--- src/rtl/dmem_arbiter_pkg.sv ---
// Shared types for the dmem arbiter: FSM state encoding and port-owner codes.
package dmem_arbiter_pkg;

  typedef enum logic [1:0] {
    CPU_OWN  = 2'b00,
    HOLD_REQ = 2'b01,
    EXT_OWN  = 2'b10,
    RELEASE  = 2'b11
  } arb_state_t;

  localparam logic OWNER_CPU = 1'b0;
  localparam logic OWNER_EXT = 1'b1;

endpackage

--- src/rtl/dmem_arbiter_arb_count.sv ---
// Loadable saturating up/down counter; used for the burst beat count and the
// post-release cooldown window.
module arb_count
  import dmem_arbiter_pkg::*;
#(
  parameter int W = 4
) (
  input  logic         clk,
  input  logic         rst,
  input  logic         load,
  input  logic [W-1:0] load_val,
  input  logic         inc,
  input  logic         dec,
  output logic [W-1:0] count
);

  // Load beats inc beats dec; both directions stick at their end values.
  always_ff @(posedge clk) begin
    if (rst) begin
      count <= '0;
    end else if (load) begin
      count <= load_val;
    end else if (inc && (count != '1)) begin
      count <= count + W'(1);
    end else if (dec && (count != '0)) begin
      count <= count - W'(1);
    end
  end

endmodule

--- src/rtl/dmem_arbiter.sv ---
// Shares single-port dmem between the core (default owner) and one external
// master, using the core's hold/hold_ack stall handshake and bounded bursts.
//
//   state    | meaning
//   CPU_OWN  | core drives dmem; cooldown counts down, ext_req honoured at 0
//   HOLD_REQ | core asked to stall; core still drives dmem until it acks
//   EXT_OWN  | external master drives dmem, one beat per cycle with ext_req
//   RELEASE  | grant dropped, no writes this cycle, cooldown reloaded
module dmem_arbiter
  import dmem_arbiter_pkg::*;
#(
  parameter int WIDE      = 32,
  parameter int MAX_BURST = 16,
  parameter int COOLDOWN  = 4
) (
  input  logic            clk,
  input  logic            rst,
  input  logic            cpu_we,
  input  logic [31:0]     cpu_a,
  input  logic [WIDE-1:0] cpu_d,
  output logic [WIDE-1:0] cpu_q,
  output logic            hold,
  input  logic            hold_ack,
  input  logic            ext_req,
  input  logic            ext_we,
  input  logic [31:0]     ext_a,
  input  logic [WIDE-1:0] ext_d,
  output logic            ext_gnt,
  output logic [WIDE-1:0] ext_q,
  output logic            mem_we,
  output logic [31:0]     mem_a,
  output logic [WIDE-1:0] mem_d,
  input  logic [WIDE-1:0] mem_q,
  output logic            cpu_wr_drop
);

  localparam int BW = $clog2(MAX_BURST + 1);
  localparam int CW = (COOLDOWN == 0) ? 1 : $clog2(COOLDOWN + 1);

  arb_state_t    state;
  logic [BW-1:0] beat;
  logic [CW-1:0] cool;
  logic          xfer;
  logic          last_beat;
  logic          owner;

  assign xfer      = (state == EXT_OWN) && ext_req;
  assign last_beat = xfer && (beat == BW'(MAX_BURST - 1));

  // A dropped request wins over a same-cycle ack: nothing left to grant.
  always_ff @(posedge clk) begin
    if (rst) begin
      state <= CPU_OWN;
    end else begin
      case (state)
        CPU_OWN:  if (ext_req && (cool == '0)) state <= HOLD_REQ;
        HOLD_REQ: begin
          if (!ext_req)      state <= CPU_OWN;
          else if (hold_ack) state <= EXT_OWN;
        end
        EXT_OWN:  if (!ext_req || last_beat) state <= RELEASE;
        RELEASE:  state <= CPU_OWN;
        default:  state <= CPU_OWN;
      endcase
    end
  end

  arb_count #(.W(BW)) u_beat (
    .clk      (clk),
    .rst      (rst),
    .load     ((state == HOLD_REQ) && hold_ack),
    .load_val ('0),
    .inc      (xfer),
    .dec      (1'b0),
    .count    (beat)
  );

  arb_count #(.W(CW)) u_cool (
    .clk      (clk),
    .rst      (rst),
    .load     (state == RELEASE),
    .load_val (CW'(COOLDOWN)),
    .inc      (1'b0),
    .dec      (state == CPU_OWN),
    .count    (cool)
  );

  assign owner       = (state == EXT_OWN) ? OWNER_EXT : OWNER_CPU;
  assign hold        = (state == HOLD_REQ) || (state == EXT_OWN);
  assign ext_gnt     = (state == EXT_OWN);
  assign cpu_wr_drop = cpu_we && ((state == EXT_OWN) || (state == RELEASE));

  assign mem_a = (owner == OWNER_EXT) ? ext_a : cpu_a;
  assign mem_d = (owner == OWNER_EXT) ? ext_d : cpu_d;

  // Reset also blocks the write on its own edge so an interrupted burst
  // cannot land a beat while being torn down.
  always_comb begin
    mem_we = 1'b0;
    case (state)
      CPU_OWN, HOLD_REQ: mem_we = cpu_we;
      EXT_OWN:           mem_we = ext_we && ext_req;
      default:           mem_we = 1'b0;
    endcase
    if (rst) mem_we = 1'b0;
  end

  assign cpu_q = mem_q;
  assign ext_q = mem_q;

endmodule

--- config.mk ---
export PLATFORM = sky130hd
export DESIGN_NAME = dmem_arbiter
export DESIGN_NICKNAME = d
export VERILOG_FILES = /design/src/rtl/dmem_arbiter_pkg.sv /design/src/rtl/dmem_arbiter_arb_count.sv /design/src/rtl/dmem_arbiter.sv
export SDC_FILE = /design/constraint.sdc
export NUM_CORES = 1
export LEC_CHECK = 0
export BUFFER_PORTS_ARGS = -buffer_cell sky130_fd_sc_hd__buf_4
export CORE_AREA = 2 2 117 119
export DETAILED_ROUTE_END_ITERATION = 16
export DIE_AREA = 0 0 119 121
export PLACE_DENSITY = 0.49
export SETUP_SLACK_MARGIN = 0.02
export SYNTH_ARGS = -nofsm -noshare
export SYNTH_HDL_FRONTEND = slang
export SYNTH_SLANG_ARGS = --single-unit
--- constraint.sdc ---
create_clock -name clk -period 2.2 [get_ports clk]
set_input_delay 0.11 -clock clk [delete_from_list [all_inputs] [get_ports clk]]
set_output_delay 0.11 -clock clk [all_outputs]
set_load 0.05 [all_outputs]
==> flow_metrics.py <==
metrics = {
    "drt": {
        "drt_first_pass_iters": 2,
        "drt-vias-per-instance": 3.63,
        "totalWireLength_um": 6640,
        "antenna_left": 0,
        "wl_per_cell_um": 13.0,
        "vias": 1846,
        "drc_errors": 0,
        "initialDrtViolationCount": 23,
    },
    "timing": {
        "fin_crit_sh": 0.896,
        "report.final.setup_viol": 0,
        "slew_headroom": 0.719,
        "hold_viol_final": 0,
        "tns_ps": 0,
        "fin_crit_ps": 1970,
        "fin_skew_ps": 1.46,
        "rsz0062_at_grt": "no",
        "worst_pin_slew_ps": 418,
        "drv_slew": 0,
        "whs_ps": 119,
        "max_freq_mhz": 507,
    },
    "finish": {
        "nets": 510,
        "finalNonFillerCells": 509,
        "num_antenna_cells": 0,
        "syn_to_final_growth_pct": 72.0,
        "drive_gt1_frac": 0.823,
        "nFillCells": 1413,
        "seq_area_um2": 200,
        "multi_input_comb_area_um2": 1120,
    },
    "power": {
        "p_per_area_nw_per_um2": 504,
        "peakVddDrop_mv": 0.250,
        "p_leak_nw": 1.50,
    },
    "global_routing": {
        "antenna_found_initial": 0,
        "met1_usage": 0.0877,
        "grt-ovfl-total": 0,
        "first_global_vias": 1976,
        "busiest_layer": "met2",
        "grt_util_met2": 0.153,
        "grt_use_met3": 0.0254,
        "grt_max_degree": 42,
        "grtUsageTotal": 0.0829,
        "grt_pass1_wl_um": 9780,
    },
    "worst_setup_path": {
        "worst_ep_arrival_time_ps": 1860,
        "critical_path_class": "flop to primary output",
        "reg2reg_from": "u_beat.count[0]",
        "r2r_cells": 6,
        "end_kind": "primary output",
        "startpoint_type": "flop",
        "startpoint": "state[0]",
        "cp.required_ps": 2090,
        "regToRegSetupSlack_ps": 400,
        "cp-endpoint": "mem_a[10]",
        "cp_max_fo": 41,
        "timing.rr.end": "u_beat.count[3]",
    },
    "die": {
        "row_count": 42,
        "die_w_um": 119,
        "dieArea_um2": 14400,
        "core_um2": 13100,
        "die_h_um": 121,
        "num_io_pins": 298,
        "start_util": 0.141,
    },
    "hold_path": {
        "hp-class": "input port to flop",
        "min_delay_path_depth": 2,
    },
    "yosys": {
        "synth.distinct_cells": 31,
        "ys_warn_count": 0,
        "netlist.area_leader.share": 0.391,
        "netlist.top_cell.by_area": "mux2_2",
        "synth_area_per_cell_um2": 9.27,
        "netlist_top_cells_area": "mux2_2 39%, buf_4 26%, dfxtp_1 11%",
        "syn-cell-area_um2": 1840,
        "syn_inst": 199,
        "seq_area_frac_synth": 0.109,
        "ys_ff_latch": 10,
        "synth_nets": 374,
    },
    "clocking": {
        "cts_tree": "yes",
        "htreeDepth": 1,
        "clock_sinks": 10,
        "root_buffer": "clkbuf_16",
        "clkTransAtPathRegs_ps": 40,
        "clockBufferDepth": 2,
        "cts_hold_buf": 0,
        "clk_latency_ps": 230,
        "numCtsBuffers": 3,
        "post_cts_buffers": 0,
    },
    "placement": {
        "gp_congestion": 0.728,
        "io_buffers": 201,
        "hpwl_um": 5810,
        "place_inst": 506,
    },
    "flow_run": {
        "drv_cap": 0,
    },
    "run_status": {
        "status": "finished, final reports clean",
    },
}
==> critical path, stage by stage, from the launching register on <==
cell and delay, ps:
dfxtp_1 320, inv_1 160, ha_4 300, buf_12 260, mux2_2 370, buf_4 190
==> kinds of logic after synthesis <==
family | share of synthesized area
xor+xnor | 0.0142
fa+ha+maj | 0.0611
simple gates | 0.0685
buf+inv | 0.299
flops | 0.109
mux | 0.407
compound gates | 0.0414
==> cell usage in the layout, fill, tap and decap left out, types with 2 or more instances in the layout <==
| master | instances |
|---|---|
| a21oi_1 | 2 |
| nor4_1 | 2 |
| or3_1 | 2 |
| nand3_1 | 2 |
| mux2i_1 | 3 |
| and3b_1 | 2 |
| xor2_1 | 2 |
| nor2_1 | 4 |
| dfxtp_1 | 10 |
| inv_1 | 6 |
| o21ai_0 | 2 |
| clkbuf_16 | 3 |
| mux2_2 | 64 |
| buf_4 | 202 |
| nand3b_1 | 2 |
| ha_1 | 8 |
==> how the worst min path moves through the flow <==
stage / slack [ps] / endpoint / from
after global placement: 220 / cpu_q[31] / mem_q[31]
after floorplan: 180 / state[0] / rst
after CTS: 120 / u_cool.count[0] / rst
after detailed placement: 220 / cpu_q[31] / mem_q[31]
after global routing: 130 / u_cool.count[0] / rst
final: 120 / u_cool.count[0] / rst
==> power by group <==
part | internal (mW) | total (mW) | switching [mW]
registers | 0.210 | 0.227 | 0.0161
logic | 0.460 | 1.06 | 0.598
clock network | 0.235 | 0.314 | 0.0791
total | 0.906 | 1.60 | 0.693
==> through the flow <==
stage,utilization,total power [mW],cell area (um2),setup slack [ps]
after floorplan,-,1.21,1860,106
after global placement,0.236,1.28,3090,364
final,0.242,1.60,3170,229
after CTS,0.242,1.62,3160,55.5
after global routing,0.242,1.69,3170,115
after detailed placement,0.236,1.29,3090,323
==> state kept, by name, indices dropped and copies added, names as in the netlist, named ones only <==
| name | count |
|---|---|
| u_beat.count | 5 |
| u_cool.count | 3 |
| state | 1 |
==> cells in the mapped netlist <==
library cell	count
a2111oi_0	1
a211oi_1	2
a21boi_0	1
a21o_1	1
a21oi_1	2
and2b_1	1
and3_1	1
and3b_1	2
buf_2	6
buf_4	65
buf_6	1
dfxtp_1	10
ha_1	9
inv_1	6
mux2_2	64
mux2i_1	3
nand2_1	1
nand2b_1	1
nand3_1	2
nand3b_1	2
nand4b_1	1
nor2_1	4
nor3_1	1
nor4_1	2
o21a_1	1
o21ai_0	2
o21ba_2	1
or2_2	1
or3_1	2
xnor2_1	1
xor2_1	2
==> routing by layer <==
| metal | part of all wire | routed length [um] | vias to the layer above |
|---|---|---|---|
| li1 | - | - | 895 |
| met4 | 0.032 | 215 | 0 |
| met1 | 0.35 | 2290 | 819 |
| met3 | 0.093 | 615 | 23 |
| met2 | 0.53 | 3520 | 109 |
| met5 | 0 | 0 | - |
==> cell type report <==
type	count	area share
repair buffers	203	0.484
flip-flops and latches	10	0.0631
multi-input cells	111	0.352
well taps	176	0.0694
inverters	6	0.00710
clock buffers	3	0.0237
==> timing repair <==
action	in CTS	in global routing
endpoints found under the setup margin	0	55
hold endpoints to repair	0	0
resized for setup	0	1
Note: power is estimated with default switching activity, not from simulation.
